==> config.mk <==
export PLATFORM = sky130hd
export DESIGN_NAME = mem_wb_pipe
export DESIGN_NICKNAME = d
export VERILOG_FILES = /design/src/rtl/mem_wb_pipe.sv
export SDC_FILE = /design/constraint.sdc
export NUM_CORES = 1
export LEC_CHECK = 0
export ABC_CLOCK_PERIOD_IN_PS = 3200
export BUFFER_PORTS_ARGS = -buffer_cell sky130_fd_sc_hd__buf_4
export CAP_MARGIN = 20
export CELL_PAD_IN_SITES_DETAIL_PLACEMENT = 0
export CELL_PAD_IN_SITES_GLOBAL_PLACEMENT = 2
export CORE_MARGIN = 3
export CORE_UTILIZATION = 34
export CTS_BUF_LIST = sky130_fd_sc_hd__clkbuf_16
export DETAILED_ROUTE_END_ITERATION = 10
export HOLD_SLACK_MARGIN = 0.15
export PLACE_DENSITY_LB_ADDON = 0.15
export REMOVE_ABC_BUFFERS = 1
export SYNTH_ARGS = -nofsm -noshare
export SYNTH_HDL_FRONTEND = slang
export SYNTH_SLANG_ARGS = --single-unit
==> constraint.sdc <==
create_clock -name clk -period 3.2 [get_ports clk]
set_input_delay 0.32 -clock clk [delete_from_list [all_inputs] [get_ports clk]]
set_output_delay 0.32 -clock clk [all_outputs]
set_load 0.05 [all_outputs]
==> src/rtl/mem_wb_pipe.sv <==
// -----------------------------------------------------------------------------
// mem_wb_pipe
// Registered MEM->WB pipeline boundary. Captures the MEM stage's write-back
// word, destination register, write enable and halt flag, and presents them
// to the register-file write port through a two-entry skid buffer.
// Also owns the retired-instruction counter and the sticky halted flag used
// by the display/debug logic.
//
// Ports:
//   clk         clock; all state updates on the rising edge
//   rst         synchronous active-low reset
//   in_valid    MEM stage presents an instruction
//   in_ready    block accepts an instruction this cycle (registered)
//   in_data     write-back word (RegFile_Din)
//   in_rd       destination register number
//   in_we       register write enable
//   in_halt     instruction is syscall-halt
//   flush       discard all buffered entries
//   out_valid   WB entry valid (registered)
//   out_ready   register file consumes the entry this cycle
//   out_data    write-back word (registered)
//   out_rd      destination register (registered)
//   out_we      write enable, never set for register 0 (registered)
//   out_halt    halt flag of the current entry (registered)
//   retire_cnt  saturating count of entries popped since reset
//   halted      sticky; a halt instruction has retired
// -----------------------------------------------------------------------------
module mem_wb_pipe #(
    parameter int DATA_W = 32,
    parameter int REG_W  = 5,
    parameter int CNT_W  = 32
) (
    input  logic              clk,
    input  logic              rst,
    input  logic              in_valid,
    output logic              in_ready,
    input  logic [DATA_W-1:0] in_data,
    input  logic [REG_W-1:0]  in_rd,
    input  logic              in_we,
    input  logic              in_halt,
    input  logic              flush,
    output logic              out_valid,
    input  logic              out_ready,
    output logic [DATA_W-1:0] out_data,
    output logic [REG_W-1:0]  out_rd,
    output logic              out_we,
    output logic              out_halt,
    output logic [CNT_W-1:0]  retire_cnt,
    output logic              halted
);

    typedef enum logic [1:0] {
        ST_EMPTY = 2'd0,
        ST_ONE   = 2'd1,
        ST_TWO   = 2'd2
    } state_t;

    state_t              state_r;
    state_t              state_case_s;
    state_t              state_next_s;

    logic [DATA_W-1:0]   main_data_r,  main_data_s;
    logic [REG_W-1:0]    main_rd_r,    main_rd_s;
    logic                main_we_r,    main_we_s;
    logic                main_halt_r,  main_halt_s;

    logic [DATA_W-1:0]   skid_data_r,  skid_data_s;
    logic [REG_W-1:0]    skid_rd_r,    skid_rd_s;
    logic                skid_we_r,    skid_we_s;
    logic                skid_halt_r,  skid_halt_s;

    logic                in_ready_r,   in_ready_next_s;
    logic                out_valid_r,  out_valid_next_s;
    logic [CNT_W-1:0]    retire_cnt_r, retire_cnt_next_s;
    logic                halted_r,     halted_next_s;

    logic                accept_s;
    logic                pop_s;
    logic                halt_pop_s;
    logic                in_we_eff_s;

    // Handshake decode and next-state / next-datapath computation.
    always_comb begin
        accept_s     = in_valid & in_ready_r;
        pop_s        = out_valid_r & out_ready;
        halt_pop_s   = pop_s & main_halt_r;
        // The zero-register rule is folded in at capture so out_we is a plain flop.
        in_we_eff_s  = in_we & (in_rd != {REG_W{1'b0}});

        state_case_s = state_r;
        main_data_s  = main_data_r;
        main_rd_s    = main_rd_r;
        main_we_s    = main_we_r;
        main_halt_s  = main_halt_r;
        skid_data_s  = skid_data_r;
        skid_rd_s    = skid_rd_r;
        skid_we_s    = skid_we_r;
        skid_halt_s  = skid_halt_r;

        case (state_r)
            ST_EMPTY: begin
                if (accept_s) begin
                    state_case_s = ST_ONE;
                    main_data_s  = in_data;
                    main_rd_s    = in_rd;
                    main_we_s    = in_we_eff_s;
                    main_halt_s  = in_halt;
                end else begin
                    state_case_s = ST_EMPTY;
                end
            end
            ST_ONE: begin
                if (accept_s && pop_s) begin
                    state_case_s = ST_ONE;
                    main_data_s  = in_data;
                    main_rd_s    = in_rd;
                    main_we_s    = in_we_eff_s;
                    main_halt_s  = in_halt;
                end else if (accept_s) begin
                    state_case_s = ST_TWO;
                    skid_data_s  = in_data;
                    skid_rd_s    = in_rd;
                    skid_we_s    = in_we_eff_s;
                    skid_halt_s  = in_halt;
                end else if (pop_s) begin
                    state_case_s = ST_EMPTY;
                end else begin
                    state_case_s = ST_ONE;
                end
            end
            ST_TWO: begin
                // in_ready is low in TWO, so only a pop can move us.
                if (pop_s) begin
                    state_case_s = ST_ONE;
                    main_data_s  = skid_data_r;
                    main_rd_s    = skid_rd_r;
                    main_we_s    = skid_we_r;
                    main_halt_s  = skid_halt_r;
                end else begin
                    state_case_s = ST_TWO;
                end
            end
            default: begin
                state_case_s = ST_EMPTY;
            end
        endcase

        // Flush and a retiring halt both empty the buffer after the pop completes;
        // any accept in the same cycle is dropped.
        if (flush || halt_pop_s) begin
            state_next_s = ST_EMPTY;
        end else begin
            state_next_s = state_case_s;
        end

        // Clear stored fields whenever the buffer empties so stale entries never linger.
        if (state_next_s == ST_EMPTY) begin
            main_data_s = {DATA_W{1'b0}};
            main_rd_s   = {REG_W{1'b0}};
            main_we_s   = 1'b0;
            main_halt_s = 1'b0;
            skid_data_s = {DATA_W{1'b0}};
            skid_rd_s   = {REG_W{1'b0}};
            skid_we_s   = 1'b0;
            skid_halt_s = 1'b0;
        end else begin
            main_data_s = main_data_s;
        end

        if (pop_s && (retire_cnt_r != {CNT_W{1'b1}})) begin
            retire_cnt_next_s = retire_cnt_r + {{(CNT_W-1){1'b0}}, 1'b1};
        end else begin
            retire_cnt_next_s = retire_cnt_r;
        end

        halted_next_s    = halted_r | halt_pop_s;
        in_ready_next_s  = (state_next_s != ST_TWO) & ~halted_next_s;
        out_valid_next_s = (state_next_s != ST_EMPTY);
    end

    // State, storage and status registers with synchronous active-low reset.
    always_ff @(posedge clk) begin
        if (!rst) begin
            state_r      <= ST_EMPTY;
            main_data_r  <= {DATA_W{1'b0}};
            main_rd_r    <= {REG_W{1'b0}};
            main_we_r    <= 1'b0;
            main_halt_r  <= 1'b0;
            skid_data_r  <= {DATA_W{1'b0}};
            skid_rd_r    <= {REG_W{1'b0}};
            skid_we_r    <= 1'b0;
            skid_halt_r  <= 1'b0;
            in_ready_r   <= 1'b1;
            out_valid_r  <= 1'b0;
            retire_cnt_r <= {CNT_W{1'b0}};
            halted_r     <= 1'b0;
        end else begin
            state_r      <= state_next_s;
            main_data_r  <= main_data_s;
            main_rd_r    <= main_rd_s;
            main_we_r    <= main_we_s;
            main_halt_r  <= main_halt_s;
            skid_data_r  <= skid_data_s;
            skid_rd_r    <= skid_rd_s;
            skid_we_r    <= skid_we_s;
            skid_halt_r  <= skid_halt_s;
            in_ready_r   <= in_ready_next_s;
            out_valid_r  <= out_valid_next_s;
            retire_cnt_r <= retire_cnt_next_s;
            halted_r     <= halted_next_s;
        end
    end

    assign in_ready   = in_ready_r;
    assign out_valid  = out_valid_r;
    assign out_data   = main_data_r;
    assign out_rd     = main_rd_r;
    assign out_we     = main_we_r;
    assign out_halt   = main_halt_r;
    assign retire_cnt = retire_cnt_r;
    assign halted     = halted_r;

endmodule

==> results of run 1 <==
[final timing paths]
| kind | startpoint | endpoint | slack (ns) | cells past startpoint |
|---|---|---|---|---|
| setup / recovery | state_r[0] | out_rd[2] | 0.91 | 7 |
| hold / removal | in_rd[2] | skid_rd_r[2] | 0.17 | 3 |
| setup reg to reg | state_r[0] | out_rd[2] | 0.91 | 7 |
| hold reg to reg | skid_halt_r | skid_halt_r | 0.45 | 2 |
[cells in the mapped netlist, drive strengths merged (2+ instances only)]
cell type	number
and4	5
nand4bb	2
nor2	64
nand4	10
o31ai	4
nand3	10
a21oi	56
xnor2	15
nand2	100
mux2i	40
nor3	2
a211oi	45
o211ai	2
and2	2
dfxtp	115
o21ai	6
a2111oi	5
buf	11
inv	6
nand2b	3
and3	4
o21a	2
or3	6
clkbuf	25
or4	7
nor4	8
[cell families (layout without fill, tap and decap cells)]
logic type               after synthesis  count (layout)
buffers and inverters                 42             178
AO/OA/AOI/OAI                        126             126
multiplexers                          40              40
adder cells (fa/ha/maj)                1               1
AND/OR/NAND/NOR                      228             228
XOR/XNOR                              16              16
flip-flops                           115             115
[critical path: stages (launching register included)]
cell,delay [ns]
dfxtp_1,0.40
nand2b_2,0.19
buf_4,0.61
nand2_1,0.08
and3_1,0.22
nor2_4,0.12
buf_4,0.42
a211oi_1,0.09
[power breakdown]
| group | internal (W) | switching, W | total, W |
|---|---|---|---|
| combinational | 0.000126 | 0.000207 | 0.000333 |
| sequential | 0.00146 | 0.0000171 | 0.00148 |
| clock | 0.00136 | 0.000646 | 0.00200 |
[what timing repair did]
item,in CTS,in global routing
endpoints found under the setup margin,0,0
hold endpoints to repair,17,0
hold buffers,17,0
[layout by cell type (no fill, tap or decap), types with 4 or more instances in the layout]
cell and instances:
o21ai_1 5, nand4_1 6, or3_1 6, a211oi_1 45
nor4_1 5, o31ai_1 4, nor2_1 62, and3_1 4
a21oi_1 56, inv_1 8, dfxtp_1 115, and4_1 5
dlygate4sd3_1 17, mux2i_1 40, buf_4 122, clkbuf_16 17
nand2_1 100, bufinv_16 5, nand3_1 10, or4_1 7
xnor2_1 15
[flip-flops by register name, indices dropped and copies added, names as in the netlist]
signal and flops:
skid_data_r 32, in_ready 1, skid_halt_r 1, retire_cnt 32
out_data 32, out_valid 1, halted 1, state_r 2
skid_we_r 1, out_we 1, out_halt 1, out_rd 5
skid_rd_r 5
[per-stage QoR]
step / instances / total power (W) / cell area, µm² / hold WS, ns / utilization [%]
finish: 884 / 0.00381 / 6830 / 0.168 / 48.5
global route: 884 / 0.00396 / 6830 / 0.158 / 48.5
CTS: 884 / 0.00387 / 6830 / 0.150 / 48.5
detailed placement: 836 / 0.00183 / 6040 / 0.446 / 42.9
global placement: 835 / 0.00182 / 6020 / 0.441 / 42.7
floorplan: 532 / 0.00169 / 4830 / 0.436 / -
[final cells by class]
| class | instances | area, µm² |
|---|---|---|
| tap | 180 | 225 |
| inverter | 6 | 22.5 |
| clock buffer | 17 | 425 |
| timing repair buffer | 141 | 1130 |
| fill | 1358 | 7260 |
| sequential | 115 | 2300 |
| multi-input combinational | 411 | 2540 |
| clock inverter | 14 | 195 |
[metal layers]
layer / track usage (%) / part of all wire (%) / vias to the layer above
li1: - / - / 2278
met1: 20.4 / 44 / 2114
met2: 28.7 / 49 / 104
met3: 5.89 / 6.3 / 15
met4: 5.87 / 1.2 / 0
met5: 0 / 0 / -
==> impl_metrics.py, run 1 <==
metrics = {
    "drt": {
        "ant_nets": 0,
        "dr_total_vias": 4511,
        "drc_errors": 0,
        "drt_iter0_drc": 245,
        "routed_wl_um": 13400,
        "routed_via_density": 5.10,
        "avgRoutedWirePerCell_um": 15.2,
        "firstDrtPassIters": 4,
    },
    "yosys": {
        "synth-simple-area-share_pct": 23.0,
        "synth-xor-area-share_pct": 2.81,
        "synth_mux_area_share_pct": 8.02,
        "synth_seq_cells": 115,
        "ys.flop_type": "dfxtp_1",
        "ys_warn_count": 0,
        "synth_fa_ha_area_share_pct": 0.251,
        "synth_area_leaders": "dfxtp_1, mux2i_1, nand2_1",
        "synthArstFlopShare_pct": 0,
        "yosys.area.top_type": "dfxtp_1",
        "synth_cell_types": 47,
        "synth-edff-count": 0,
        "synth_compound_area_share_pct": 16.1,
        "ys_seq_area_share_pct": 46.1,
        "syn_avg_cell_area_um2": 8.79,
        "synth_top_area_share_pct": 46.1,
        "synth_top_family_by_area": "simple AND/OR/NAND/NOR gates",
        "syn_area_um2": 4990,
        "synthCells": 568,
    },
    "placed_design": {
        "gp_congestion": 0.824,
        "hpwl_um": 8900,
        "portBuffers": 117,
        "dpl_worst_slack_ns": 0.882,
    },
    "final_layout": {
        "syn2layout_area_growth_pct": 36.9,
        "drive_above_1_share_pct": 23.7,
        "diodes": 0,
        "nets": 737,
    },
    "setup_path": {
        "critPathKind": "reg -> reg",
        "startpoint_type": "register",
        "cp.required_ns": 3.47,
        "crit_fanout": 45,
        "end_kind": "register",
        "arrival_ns": 2.56,
    },
    "cts": {
        "cts_setup_buffers": 0,
        "ctsHtreeMaxLevel": 4,
        "clock_sinks": 115,
        "cts.path.max_buffers": 2,
        "cts_root_buf": "clkbuf_16",
        "ctsResizeCount": 0,
        "clk_pin_slew_ns": 0.05,
        "insertion_delay_ns": 0.41,
        "cts_tree": "yes",
        "cts_buffers": 17,
    },
    "grt": {
        "grt_pass1_wl_um": 22400,
        "grt_antenna_before_repair": 0,
        "grt_max_degree": 46,
        "grt_pass1_vias": 4448,
        "grt-ovfl-total": 0,
        "grt_usage_pct": 17.1,
    },
    "floorplanning": {
        "die_h_um": 127,
        "core_area_um2": 14100,
        "ioPinCount": 118,
        "rows": 43,
        "start_util_pct": 35.4,
        "dieWidth_um": 127,
        "die_area_um2": 16200,
    },
    "outcome": {
        "status": "finished clean",
    },
    "timing": {
        "fmax_mhz": 436,
        "fin_ws_ns": 0.909,
        "hold_viol": 0,
        "period_needed_ns": 2.29,
        "setup_viol": 0,
        "rsz0062_at_grt": "false",
        "fin_crit_sh_pct": 71.6,
        "maxSlewHeadroom_pct": 33.0,
        "clock_skew_ns": 0.00590,
        "setup_tns_ns": 0,
        "finalMaxSlewViolations": 0,
        "worstMarginPinSlew_ns": 1.00,
    },
    "flow_run": {
        "maxCapViolations": 0,
    },
    "hold_path": {
        "hp-class": "in -> reg",
    },
    "pwr": {
        "p_per_area_nw_per_um2": 558,
        "ir_drop_mv": 0.365,
        "p_leak_nw": 2.90,
    },
}
(Power assumes the default switching activity.)
==> run 2: changes to the inputs <==
- ABC_CLOCK_PERIOD_IN_PS: 3200 -> 1900
- CORE_UTILIZATION: 34 -> 28
- clock period: 3.2 -> 1.9 ns (I/O delays scaled with it)
==> run 2 against run 1 <==
Against the previous run:
- the flow now finishes with violations (negative setup slack)
- worst hold slack better by 0.15 ns
- clock-buffer cell count unchanged
- clock skew grew 0.0031 ns
- critical path depth fell by 1
- register-to-register slack lost 0.94 ns
- combinational power rose by 87%
- sequential power grew 68%
- largest cell class unchanged
- first-iteration DRC count shrank 17%
- cell count rose by 15%
- setup slack got worse by 0.94 ns
- non-clock buffer count is 84 higher
==> impl_metrics.py, run 2 (same netlist as run 1, synthesis figures left out) <==
metrics = {
    "timing": {
        "fmax_mhz": 519,
        "clock_skew_ns": 0.00898,
        "period_needed_ns": 1.93,
        "fin_ws_ns": -0.0281,
        "hold_viol": 0,
        "setup_viol": 2,
        "whs_ns": 0.321,
        "fin_crit_sh_pct": 101,
        "worstMarginPinSlew_ns": 0.458,
        "maxSlewHeadroom_pct": 69.4,
        "finalMaxSlewViolations": 0,
        "rsz0062_at_grt": "true",
    },
    "drt": {
        "avgRoutedWirePerCell_um": 15.0,
        "drt_iter0_drc": 203,
        "drc_errors": 0,
        "firstDrtPassIters": 6,
        "dr_total_vias": 4881,
        "routed_wl_um": 15200,
        "routed_via_density": 4.81,
        "ant_nets": 0,
    },
    "cts": {
        "clock_sinks": 115,
        "cts_root_buf": "clkbuf_16",
        "cts_tree": "yes",
        "cts.path.max_buffers": 2,
        "insertion_delay_ns": 0.41,
        "ctsHtreeMaxLevel": 4,
        "clk_pin_slew_ns": 0.05,
        "cts_buffers": 17,
    },
    "setup_path": {
        "end_kind": "register",
        "cp.required_ns": 2.23,
        "crit_fanout": 5,
        "startpoint_type": "register",
        "arrival_ns": 2.26,
        "critPathKind": "reg -> reg",
    },
    "outcome": {
        "violations": "negative setup slack",
        "status": "finished with violations",
    },
    "grt": {
        "grt_usage_pct": 15.5,
        "grt_pass1_vias": 4847,
        "grt_antenna_before_repair": 0,
        "grt-ovfl-total": 0,
        "grt_max_degree": 67,
        "grt_pass1_wl_um": 24400,
    },
    "placed_design": {
        "portBuffers": 117,
        "hpwl_um": 10100,
        "gp_congestion": 0.773,
    },
    "final_layout": {
        "layout_common_cells": "buf_4, dfxtp_1, nand2_1, nor2_1, a21oi_1",
        "layout_commonest_cell": "buf_4",
        "post-route-util_pct": 44.0,
        "nets": 822,
        "drive_above_1_share_pct": 31.0,
        "nFillCells": 1687,
        "syn2layout_area_growth_pct": 53.0,
        "diodes": 0,
    },
    "hold_path": {
        "hp-class": "in -> reg",
    },
    "floorplanning": {
        "die_h_um": 140,
        "dieWidth_um": 140,
        "core_area_um2": 17400,
        "rows": 48,
        "start_util_pct": 28.8,
        "ioPinCount": 118,
        "die_area_um2": 19500,
    },
    "flow_run": {
        "maxCapViolations": 0,
    },
    "pwr": {
        "p_per_area_nw_per_um2": 800,
        "ir_drop_mv": 0.583,
        "p_leak_nw": 3.31,
    },
}
-- run 2: worst max-delay path, cell delays in order, from the launching register on --
cell and delay [ns]:
dfxtp_1 0.39, and4_4 0.25, nor4b_4 0.20, buf_4 0.16, nand4_4 0.15, or4_4 0.57
a21oi_2 0.13
-- run 2: worst paths after layout --
check             slack (ns)             end          start  cells after the start
setup / recovery       -0.03  retire_cnt[27]  retire_cnt[8]                      6
hold / removal          0.32   retire_cnt[1]      out_ready                      5
setup reg to reg       -0.03  retire_cnt[27]  retire_cnt[8]                      6
hold reg to reg         0.45     skid_halt_r    skid_halt_r                      2
-- run 2: final cells by class --
type	instances	area [µm²]	area share, %
multi-input combinational	412	2620	34.3
sequential	115	2310	30.3
timing repair buffer	225	1850	24.2
clock buffer	17	425	5.57
tap	225	282	3.69
clock inverter	15	128	1.67
inverter	6	22.5	0.295
-- run 2: power breakdown --
part           switching [W]  internal [W]  leakage, nW
registers          0.0000260       0.00246        0.933
clock network        0.00111       0.00189        0.275
logic               0.000367      0.000257         2.10
-- run 2: layer usage --
layer | share of wire (%) | vias up | global-route usage (%)
met5 | 0 | - | 0
met4 | 2.0 | 0 | 5.97
met3 | 4.3 | 24 | 3.85
met2 | 49 | 120 | 26.5
met1 | 45 | 2285 | 18.7
li1 | - | 2452 | -
-- run 2: per-stage QoR --
| stage | worst slack [ns] | TNS (ns) | power (W) | instances | area, µm² |
|---|---|---|---|---|---|
| after floorplan | -2.96 | -242.12 | 0.00285 | 532 | 4830 |
| after global placement | 0.00607 | 0 | 0.00308 | 928 | 6480 |
| after detailed placement | -0.0704 | -0.213 | 0.00309 | 928 | 6480 |
| after CTS | 0.0113 | 0 | 0.00620 | 1005 | 7490 |
| after global routing | -0.0968 | -0.643 | 0.00635 | 1015 | 7630 |
| final | -0.0281 | -0.0430 | 0.00611 | 1015 | 7630 |
-- run 2: what timing repair did --
| action | in CTS | in global routing |
|---|---|---|
| buffers inserted | 4 | 9 |
| resized for setup | 4 | 21 |
| hold buffers | 41 | 0 |
| hold endpoints to repair | 75 | 0 |
| pin swaps | 2 | 11 |
| cloned | 0 | 1 |
| setup endpoints to repair | 5 | 20 |
==> run 3: changes to the inputs <==
- ABC_CLOCK_PERIOD_IN_PS: 1900 -> 1950
- CORE_UTILIZATION: 28 -> 32
- clock period: 1.9 -> 1.95 ns (I/O delays scaled with it)
==> run 3 against run 2 <==
Against the previous run:
- the flow now finishes without violations
- design area is 1.9% lower
- cell count decreased by 3.0%
- clock skew shrank 0.0029 ns
- utilization rose by 5.1 points
- clock-buffer cell count stayed put
- setup slack improved by 0.14 ns
- sequential share of layout area up 0.49 points
- total power increased by 1.2%
- routed wire length fell by 5.8%
- sequential cell count stayed put
- critical path depth fell by 1
- first-iteration DRC count decreased by 13%
==> impl_metrics.py, run 3 (same netlist as run 1, synthesis figures left out) <==
metrics = {
    "outcome": {
        "status": "finished clean",
    },
    "pwr": {
        "pwr-share-seq_pct": 39.1,
        "ir_drop_mv": 0.563,
        "intPower_w": 0.00474,
        "p_leak_nw": 3.24,
        "p_per_area_nw_per_um2": 826,
        "netSwitchingFraction_pct": 23.4,
        "power.switching_w": 0.00145,
        "power_frac_clock_pct": 51.2,
        "finalPower_w": 0.00618,
        "p_comb_share_pct": 9.7,
    },
    "hold_path": {
        "hp-class": "in -> reg",
        "holdPathStages": 4,
        "hp-start": "in_we",
        "holdPathEnd": "skid_we_r",
    },
    "cts": {
        "cts_root_buf": "clkbuf_16",
        "insertion_delay_ns": 0.41,
        "cts.path.max_buffers": 2,
        "cts_buffers": 17,
        "clk_pin_slew_ns": 0.05,
        "clock_sinks": 115,
        "cts_tree": "yes",
        "ctsHtreeMaxLevel": 4,
    },
    "drt": {
        "drt_iter0_drc": 177,
        "ant_nets": 0,
        "drc_errors": 0,
        "firstDrtPassIters": 5,
        "dr_total_vias": 4836,
        "avgRoutedWirePerCell_um": 14.5,
        "routed_wl_um": 14300,
        "routed_via_density": 4.91,
    },
    "floorplanning": {
        "rows": 45,
        "ioPinCount": 118,
        "dieWidth_um": 131,
        "start_util_pct": 32.7,
        "core_area_um2": 15300,
        "die_h_um": 131,
        "die_area_um2": 17100,
    },
    "grt": {
        "grt_antenna_before_repair": 0,
        "grt_usage_pct": 17.1,
        "met1_usage_pct": 20.1,
        "met2_usage_pct": 29.5,
        "grt_pass1_wl_um": 23100,
        "grt.busiest_layer": "met2",
        "met3_usage_pct": 4.80,
        "grt_pass1_vias": 4779,
        "grt_max_degree": 57,
        "grt-ovfl-total": 0,
    },
    "timing": {
        "hold_viol": 0,
        "fin_crit_sh_pct": 94.4,
        "setup_tns_ns": 0,
        "clock_skew_ns": 0.00609,
        "maxSlewHeadroom_pct": 66.6,
        "setup_viol": 0,
        "whs_ns": 0.174,
        "period_needed_ns": 1.84,
        "worstMarginPinSlew_ns": 0.500,
        "finalMaxSlewViolations": 0,
        "fmax_mhz": 543,
    },
    "setup_path": {
        "reg2reg_from": "retire_cnt[13]",
        "r2r_slack_ns": 0.11,
        "cpMostUsedCell": "nand4_4",
        "critPathKind": "reg -> reg",
        "r2r_cells": 5,
        "rr_endpoint": "retire_cnt[25]",
        "cpPeakStageDelay_ns": 0.51,
        "end_kind": "register",
        "cp.required_ns": 2.29,
        "slowest_stage": "or4_1",
        "worstPathCellList": "nand4_4 > nor4b_4 > nand4_4 > or4_1 > a21oi_1",
        "startpoint_type": "register",
        "arrival_ns": 2.18,
        "crit_fanout": 6,
    },
    "final_layout": {
        "multi_input_area_um2": 2580,
        "layout_commonest_cell": "buf_4",
        "nets": 806,
        "layout.cells.non_filler": 985,
        "post-route-util_pct": 49.1,
        "nFillCells": 1415,
        "diodes": 0,
        "ff_latch_area_um2": 2300,
        "syn2layout_area_growth_pct": 50.0,
        "drive_above_1_share_pct": 28.4,
        "layout_common_cells": "buf_4, dfxtp_1, nand2_1, nor2_1, a21oi_1",
    },
    "placed_design": {
        "hpwl_um": 9560,
        "dp.cells": 910,
        "gp_congestion": 0.775,
        "portBuffers": 117,
    },
    "flow_run": {
        "maxCapViolations": 0,
    },
}
-- run 3: cell count changes in the layout (fill, tap and decap cells not counted), moves of 3 or more --
cell,previous run,this run
buf_4,178,167
dfxtp_1,107,113
dfxtp_2,8,2
a2111oi_1,4,1
a2111oi_2,1,4
clkinv_1,2,5
clkinvlp_4,4,1
-- run 3: power by group through the flow --
stage	Sequential [W]	Clock, W	Combinational, W
2_1_floorplan	0.00258	0	0.000198
3_5_place_dp	0.00247	0	0.000540
3_3_place_gp	0.00247	0	0.000531
4_1_cts	0.00242	0.00325	0.000605
6_report	0.00242	0.00316	0.000599
5_1_grt	0.00242	0.00335	0.000653
-- run 3: repair_timing --
action / 4_1_cts / 5_1_grt
endpoints found under the hold margin: 74 / 0
resized for setup: 0 / 13
buffers inserted: 0 / 3
setup endpoints to repair: 0 / 22
hold buffers: 40 / 0
-- run 3: routing by layer --
layer | part of all wire [%] | wire length, µm
met1 | 43 | 6220
met2 | 50 | 7120
met3 | 5.4 | 774
met4 | 1.5 | 208
met5 | 0 | 0
-- run 3: critical path, delay by kind of cell (launching register included) --
kind | cells | cell delay [ns]
flip-flops | 1 | 0.39
AO/OA/AOI/OAI | 1 | 0.15
AND/OR/NAND/NOR | 4 | 1.22
-- run 3: layout make-up --
cell class                 count  share of cell area (%)
clock inverter                15                    2.31
sequential                   115                    30.8
timing repair buffer         210                    22.9
inverter                       6                   0.301
tap                          211                    3.53
multi-input combinational    411                    34.5
clock buffer                  17                    5.68
-- run 3: stage by stage --
step           setup WS [ns]  instance area [µm²]
2_1_floorplan          -2.91                 4830
3_3_place_gp           0.108                 6420
3_5_place_dp          0.0311                 6420
4_1_cts               0.0117                 7410
5_1_grt             -0.00974                 7490
6_report               0.109                 7490
-- run 3: how the worst max path moves through the flow --
stage / start / to / slack [ns]
floorplan: state_r[0] / out_valid / -2.91
global placement: retire_cnt[0] / retire_cnt[25] / 0.11
detailed placement: retire_cnt[0] / retire_cnt[28] / 0.03
CTS: retire_cnt[0] / retire_cnt[28] / 0.01
global route: retire_cnt[13] / retire_cnt[29] / -0.01
finish: retire_cnt[13] / retire_cnt[25] / 0.11
